===== src/rtl/key_pkg.sv =====
// Shared polarity constants and counter-width helper for the key conditioner.
package key_pkg;

  localparam logic KEY_PRESSED  = 1'b1;
  localparam logic KEY_RELEASED = 1'b0;

  // Counter width for a terminal count of n, never narrower than one bit.
  function automatic int cnt_width(input int n);
    int w;
    w = $clog2(n);
    return (w < 1) ? 1 : w;
  endfunction

endpackage


===== src/rtl/key_debounce_chan.sv =====
// One key channel: two-flop synchroniser, debounce, long-press and auto-repeat.
// key_i is already normalised so that 1 means pressed.
module key_debounce_chan
  import key_pkg::*;
#(
  parameter int DEBOUNCE_CYC = 65536,
  parameter int LONG_CYC     = 2**24,
  parameter int REPEAT_CYC   = 2**22
) (
  input  logic clk,
  input  logic rst_n,
  input  logic key_i,
  input  logic repeat_en_i,
  output logic level_o,
  output logic press_o,
  output logic release_o,
  output logic long_o,
  output logic repeat_o
);

  localparam int DW = cnt_width(DEBOUNCE_CYC);
  localparam int HW = cnt_width(LONG_CYC + 1);
  localparam int RW = cnt_width(REPEAT_CYC);

  localparam logic [DW-1:0] DEB_LAST = DW'(DEBOUNCE_CYC - 1);
  localparam logic [HW-1:0] HOLD_MAX = HW'(LONG_CYC);
  localparam logic [HW-1:0] HOLD_PRE = HW'(LONG_CYC - 1);
  localparam logic [RW-1:0] REP_LAST = RW'(REPEAT_CYC - 1);

  logic          s1_q, s2_q;
  logic          state_q, state_d;
  logic [DW-1:0] deb_cnt_q, deb_cnt_d;
  logic [HW-1:0] hold_q, hold_d;
  logic [RW-1:0] rep_cnt_q, rep_cnt_d;
  logic          press_q, press_d;
  logic          release_q, release_d;
  logic          long_q, long_d;
  logic          repeat_q, repeat_d;
  logic          held;

  always_ff @(posedge clk or negedge rst_n) begin
    if (!rst_n) begin
      s1_q      <= KEY_RELEASED;
      s2_q      <= KEY_RELEASED;
      state_q   <= KEY_RELEASED;
      deb_cnt_q <= '0;
      hold_q    <= '0;
      rep_cnt_q <= '0;
      press_q   <= 1'b0;
      release_q <= 1'b0;
      long_q    <= 1'b0;
      repeat_q  <= 1'b0;
    end else begin
      s1_q      <= key_i;
      s2_q      <= s1_q;
      state_q   <= state_d;
      deb_cnt_q <= deb_cnt_d;
      hold_q    <= hold_d;
      rep_cnt_q <= rep_cnt_d;
      press_q   <= press_d;
      release_q <= release_d;
      long_q    <= long_d;
      repeat_q  <= repeat_d;
    end
  end

  always_comb begin
    // Any cycle where s2 agrees with the stable state discards accumulated credit.
    state_d   = state_q;
    deb_cnt_d = '0;
    if (s2_q != state_q) begin
      if (deb_cnt_q == DEB_LAST) state_d = s2_q;
      else                       deb_cnt_d = deb_cnt_q + 1'b1;
    end

    press_d   = (state_d == KEY_PRESSED)  && (state_q == KEY_RELEASED);
    release_d = (state_d == KEY_RELEASED) && (state_q == KEY_PRESSED);

    // Hold time only accrues while pressed and not leaving the pressed state.
    held   = (state_q == KEY_PRESSED) && (state_d == KEY_PRESSED);
    hold_d = '0;
    long_d = 1'b0;
    if (held) begin
      hold_d = (hold_q == HOLD_MAX) ? hold_q : hold_q + 1'b1;
      long_d = (hold_q == HOLD_PRE);
    end

    rep_cnt_d = '0;
    repeat_d  = 1'b0;
    if (held && (hold_q == HOLD_MAX) && repeat_en_i) begin
      if (rep_cnt_q == REP_LAST) repeat_d = 1'b1;
      else                       rep_cnt_d = rep_cnt_q + 1'b1;
    end
  end

  assign level_o   = state_q;
  assign press_o   = press_q;
  assign release_o = release_q;
  assign long_o    = long_q;
  assign repeat_o  = repeat_q;

endmodule


===== src/rtl/key_debounce_array.sv =====
// N_KEYS independent key channels behind a common input-polarity normalisation.
module key_debounce_array
  import key_pkg::*;
#(
  parameter int N_KEYS       = 4,
  parameter int ACTIVE_LOW   = 1,
  parameter int DEBOUNCE_CYC = 65536,
  parameter int LONG_CYC     = 2**24,
  parameter int REPEAT_CYC   = 2**22
) (
  input  logic              clk,
  input  logic              rst_n,
  input  logic [N_KEYS-1:0] key_in,
  input  logic [N_KEYS-1:0] repeat_en,
  output logic [N_KEYS-1:0] key_level,
  output logic [N_KEYS-1:0] key_press,
  output logic [N_KEYS-1:0] key_release,
  output logic [N_KEYS-1:0] key_long,
  output logic [N_KEYS-1:0] key_repeat
);

  // Active-low pins are inverted so every channel sees 1 = pressed.
  localparam logic POL_FLIP = (ACTIVE_LOW != 0) ? KEY_PRESSED : KEY_RELEASED;

  logic [N_KEYS-1:0] key_pressed;

  assign key_pressed = key_in ^ {N_KEYS{POL_FLIP}};

  for (genvar g = 0; g < N_KEYS; g++) begin : g_chan
    key_debounce_chan #(
      .DEBOUNCE_CYC (DEBOUNCE_CYC),
      .LONG_CYC     (LONG_CYC),
      .REPEAT_CYC   (REPEAT_CYC)
    ) u_chan (
      .clk         (clk),
      .rst_n       (rst_n),
      .key_i       (key_pressed[g]),
      .repeat_en_i (repeat_en[g]),
      .level_o     (key_level[g]),
      .press_o     (key_press[g]),
      .release_o   (key_release[g]),
      .long_o      (key_long[g]),
      .repeat_o    (key_repeat[g])
    );
  end

endmodule


===== config.mk =====
export PLATFORM = sky130hd
export DESIGN_NAME = key_debounce_array
export DESIGN_NICKNAME = d
export VERILOG_FILES = /design/src/rtl/key_pkg.sv /design/src/rtl/key_debounce_chan.sv /design/src/rtl/key_debounce_array.sv
export SDC_FILE = /design/constraint.sdc
export NUM_CORES = 1
export LEC_CHECK = 0
export BUFFER_PORTS_ARGS = -buffer_cell sky130_fd_sc_hd__buf_2
export CORE_MARGIN = 4
export CORE_UTILIZATION = 28
export CTS_CLUSTER_DIAMETER = 80
export CTS_CLUSTER_SIZE = 30
export DETAILED_ROUTE_END_ITERATION = 7
export GPL_ROUTABILITY_DRIVEN = 1
export PLACE_DENSITY = 0.51
export SYNTH_ARGS = -nofsm -noshare
export SYNTH_HDL_FRONTEND = slang
export SYNTH_SLANG_ARGS = --single-unit

===== constraint.sdc =====
create_clock -name clk -period 5.8 [get_ports clk]
set_input_delay 0.87 -clock clk [delete_from_list [all_inputs] [get_ports clk]]
set_output_delay 0.87 -clock clk [all_outputs]
set_load 0.005 [all_outputs]

* Yosys cells after proc, flatten, opt, wreduce, memory -nomap -nowiden
Cells that the tools add are included.
** Operators by class
- Add/sub/neg operators :: 12
- Eq/ne operators :: 24
- Muxes and demuxes :: 44
- Bitwise gates (word level) :: 9
- Reduce and logical (&&, ||, !) cells :: 20
** Operator list (count)
- 2-to-1 mux 25 bit :: 8
- 2-to-1 mux 22 bit :: 8
- 2-to-1 mux 16 bit :: 8
- adder 25 x 1 -> 25 bit, second input constant :: 4
- == test 25 x 24 -> 1 bit, second input constant :: 4
- == test 25 bit, second input constant :: 4
- adder 22 x 1 -> 22 bit, second input constant :: 4
- == test 22 bit, second input constant :: 4
- adder 16 x 1 -> 16 bit, second input constant :: 4
- == test 16 bit, second input constant :: 4
- logical AND 1 bit :: 20
- 2-to-1 mux 1 bit :: 20
- != test 2 bit, second input constant :: 4
- inverter 1 bit :: 8
- != test 1 bit :: 4
- inverter 4 bit :: 1
** Storage, ports and cells
- Flip-flop bits (word level) :: 280
- Input bits :: 10
- Output and inout port bits :: 20
- Logic and storage cells :: 149

* Longest topological paths before layout
- Depth after elaboration :: 7
- Gate-level depth with buffers :: 7

* Modules after synthesis
A second synthesis with hierarchy kept.
** Unflattened totals
- Cell total of the unflattened synthesis :: 1449
- Area total of the unflattened synthesis :: 14181.1 µm²
** Modules (own cells, without submodules)
- key_debounce_chan (g_chan[0].u_chan ...) :: instances 3, cells an instance 361, area an instance 3542.1 µm², seq. area each 1751.7 µm²
- key_debounce_chan (g_chan[1].u_chan) :: instances 1, cells an instance 362, area an instance 3539.6 µm², seq. area each 1751.7 µm²
- key_debounce_array :: instances 1, cells an instance 4, area an instance 15.0 µm², seq. area each 0.0 µm²

* Worst setup path after synthesis
OpenSTA, ideal clock, no wires.
- Path kind :: register to register
- Start :: reg g_chan[0].u_chan.rep_cnt_q[0]
- End :: reg g_chan[0].u_chan.rep_cnt_q[20]
- Setup time :: 0.087 ns
- Data arrival time :: 2.010 ns
- Required time :: 5.713 ns
- Slack :: 3.703 ns
- Cell stages (with the launch flop) :: 7
- Path buffers :: 1
- Cells stage by stage :: dfrtp_1 -> ha_1 -> nand2_1 -> or4_1 -> buf_2 -> or4_4 -> a211oi_2
** On the way
- Word-level cells in the longest chain between the ends :: 3
** RTL lines
- from (decl) :: line key_debounce_chan.sv:34 : logic [RW-1:0] rep_cnt_q, rep_cnt_d;
- from (signal assigned) :: line key_debounce_chan.sv:59 : rep_cnt_q <= rep_cnt_d;
- adder 22 x 1 -> 22 bit / == test 22 bit (equally long branches) :: line key_debounce_chan.sv:92, key_debounce_chan.sv:91
- 2-to-1 mux 22 bit (*) :: line key_debounce_chan.sv:91 : if (rep_cnt_q == REP_LAST) repeat_d = 1'b1;
- 2-to-1 mux 22 bit (*) :: line key_debounce_chan.sv:90 : if (held && (hold_q == HOLD_MAX) && repeat_en_i) begin
- via g_chan[0].u_chan.rep_cnt_d[20] :: line key_debounce_chan.sv:34
The timed path passes the listed nets; every way through them passes the cells marked *.
A chain may end at the register's enable or synchronous reset.

* Worst setup path in the final report
- Start :: reg g_chan[3].u_chan.rep_cnt_q[0]
- End :: reg g_chan[3].u_chan.rep_cnt_q[8]
** On the way
- Word-level cells in the longest chain between the ends :: 3
** RTL lines (line)
- from (decl) :: key_debounce_chan.sv:34
- from (signal assigned) :: key_debounce_chan.sv:59
- adder 22 x 1 -> 22 bit / == test 22 bit (equally long branches) :: key_debounce_chan.sv:92, key_debounce_chan.sv:91
- 2-to-1 mux 22 bit (*) :: key_debounce_chan.sv:91
- 2-to-1 mux 22 bit (*) :: key_debounce_chan.sv:90
- via g_chan[3].u_chan.rep_cnt_d[8] :: key_debounce_chan.sv:34
Marks and branches as above.

==> run metrics <==
status=finished clean; global-route wire length before repair=49.52 mm; Clk Tree Root Cell=clkbuf_16; total gr overflow=0; final worst path period share=48.19%; worst min-delay path startpoint=g_chan[2].u_chan.s1_q; drt total wl=28.34 mm; Setup Fix Bufs, Post-CTS=0; dpl cell area=0.01480 mm2; WL/cell=13.32 um; die area=0.05401 mm2; diodes inserted=0; most common cell after layout, fill and taps aside=dfrtp_1; Largest regs=g_chan.u_chan.hold_q: 100 flops, g_chan.u_chan.rep_cnt_q: 88 flops, g_chan.u_chan.deb_cnt_q: 64 flops; clock buffer depth=3; First-pass DRT Iterations=5; initial antenna violation count=1; Period minus WS final=2.795 ns; die height=232.4 um; FF+latch count, synth=280; max-cap violation count=0; # setup viols final=0; Worst Hold Class=reg -> reg; critical path launch point type=flip-flop; post-route ant nets=0; Post-synth ARST share=100.0%; origin of the worst setup path=g_chan[3].u_chan.rep_cnt_q[0]; most common flop cell mapped by yosys=dfrtp_1; Max Freq=0.3578 GHz; area delta synth->final=10.56%; RePlAce Congestion=0.7465; number of synthesized flops with an enable pin=0; Rows=81; Mapped Area=0.01410 mm2; CP max FO=13; Mapped Nets=1485; Leakage Power=5.655 nW; filler instances=5107; # clock sinks=280; Slew Limit Headroom=22.81%; layout cells sized above 1=7.040%; # resized after CTS=0; Arrival @ worst endpoint=3.18 ns; nets=1474; largest net degree at the start of global routing=118; io pins=30; Hold-fix buffers, CTS=0; Critical R2R Launch=g_chan[3].u_chan.rep_cnt_q[0]; CTS H-tree lvls=1; GRT Total Usage=10.57%; CTS tree=done; Max VDD drop=0.2471 mV; CP required=6.19 ns; Skew-Pair Late Insertion Delay=0.55 ns; Pins Over Slew Limit=0; gate count after technology mapping=1459; design area=0.01559 mm2; commonest cells after routing, fill and taps aside=dfrtp_1 (280), nor2_1 (124), nand2_1 (90); sequential area share after synthesis=49.70%; initial core utilization=28.56%; die width=232.4 um; clock skew=0.02804 ns; pwr dens=236.1 mW/mm2; yosys synthesis warning count=0; vias post-DR=10489; DP Wirelength=18.56 mm; DR iter-0 viols=562; vias in the first global route=10078; Post-Route Setup TNS=0 ns; final hold vios=0; CP Capture Type=flip-flop; total CTS buffers=21; total power=3.680 mW; Setup CP Type=reg -> reg; PortBufs=29; total core area=0.04936 mm2; CTS clk-pin slew, worst paths=0.08 ns; residual DRC count=0; vias per std cell=4.931; max FFs per register=100; RSZ-0062 raised after global routing=false; Synth Area per Inst=9.663 um2; Slew @ Worst Pin=1.158 ns; largest register by flop count=g_chan.u_chan.hold_q; library cells used by synthesis=50
[layout make-up]
class	instances	area [um2]	share of cell area [%]
Clock inverter	17	259.0	1.662
Sequential cell	280	7007	44.95
Inverter	40	150.1	0.9632
Timing Repair Buffer	40	237.7	1.525
Tap cell	664	830.8	5.330
Clock buffer	21	525.5	3.371
Multi-Input combinational cell	1065	6578	42.20
[cells by family (layout without fill, tap and decap cells)]
logic type | count (synthesis) | count (layout) | share of synthesized area, %
fa+ha+maj | 16 | 16 | 1.420
mux | 5 | 5 | 0.3905
flops | 280 | 280 | 49.70
simple gates | 704 | 704 | 27.46
compound gates | 192 | 192 | 8.094
xor+xnor | 148 | 148 | 9.194
buf+inv | 114 | 118 | 3.745
[through the flow]
step | hold WS [ns] | setup WS (ns) | std cells | utilization [%]
after CTS | 0.3575 | 2.975 | 2127 | 31.58
after floorplan | 0.3312 | 3.703 | 1459 | -
after detailed placement | 0.3358 | 2.982 | 2089 | 29.99
final | 0.3565 | 3.005 | 2127 | 31.58
after global placement | 0.3325 | 3.065 | 2089 | 29.99
after global routing | 0.3630 | 2.784 | 2127 | 31.58
[layer usage]
| layer | global-route usage [%] | vias to the layer above | share of wire, % |
|---|---|---|---|
| li1 | - | 5254 | - |
| met1 | 15.48 | 5126 | 51 |
| met2 | 16.33 | 84 | 44 |
| met3 | 2.057 | 25 | 3.5 |
| met4 | 2.148 | 0 | 1.7 |
| met5 | 0 | - | 0 |
[report_power, final]
group / total [mW] / internal [mW] / switching (mW)
combinational: 0.0641 / 0.0126 / 0.0515
sequential: 1.97 / 1.96 / 0.0103
clock: 1.65 / 0.813 / 0.833
total: 3.68 / 2.79 / 0.895
[synth_stat cells, types with 2 or more instances]
library cell | n | share of area (%)
o211ai_1 | 2 | 0.11
o21a_1 | 2 | 0.11
nor3b_1 | 14 | 0.75
nand3_2 | 2 | 0.14
nor2_1 | 124 | 3.3
o21ai_2 | 3 | 0.19
nor4b_1 | 10 | 0.62
nor2b_1 | 6 | 0.27
xor2_1 | 63 | 3.9
nand3_1 | 84 | 3.0
nand4b_1 | 4 | 0.25
and3_1 | 13 | 0.58
nand2_1 | 90 | 2.4
o21ai_0 | 71 | 2.5
buf_4 | 20 | 1.1
o31ai_1 | 15 | 0.80
clkbuf_1 | 34 | 0.91
nor4_1 | 38 | 1.7
a21oi_1 | 59 | 2.1
o21ai_1 | 2 | 0.071
a211oi_1 | 30 | 1.6
inv_1 | 40 | 1.1
or3_1 | 66 | 2.9
nand4_1 | 66 | 2.9
dfrtp_1 | 280 | 50
xnor2_1 | 85 | 5.3
or2_2 | 4 | 0.18
or4_1 | 36 | 1.9
mux2_2 | 4 | 0.32
buf_2 | 19 | 0.67
and2_1 | 14 | 0.62
nand2b_1 | 3 | 0.13
ha_1 | 16 | 1.4
and4_1 | 34 | 2.1
nor3_1 | 90 | 3.2
o2111ai_1 | 2 | 0.12
[worst max-delay path, stage by stage, from the launching register on]
cell,delay [ns]
dfrtp_1,0.40
ha_1,0.22
nand3_2,0.15
or4_1,0.69
nor4_2,0.78
buf_4,0.33
nor3_1,0.07
[final timing paths]
check / end / slack, ns / depth (start not counted)
max: g_chan[3].u_chan.rep_cnt_q[8] / 3.01 / 6
max in group asynchronous: g_chan[0].u_chan.hold_q[17] / 4.20 / 2
max reg2reg: g_chan[3].u_chan.rep_cnt_q[8] / 3.01 / 6
min in group asynchronous: g_chan[1].u_chan.hold_q[21] / 0.37 / 1
min: g_chan[2].u_chan.s2_q / 0.36 / 0
min reg2reg: g_chan[2].u_chan.s2_q / 0.36 / 0
Note: power is estimated with default switching activity, not from simulation.
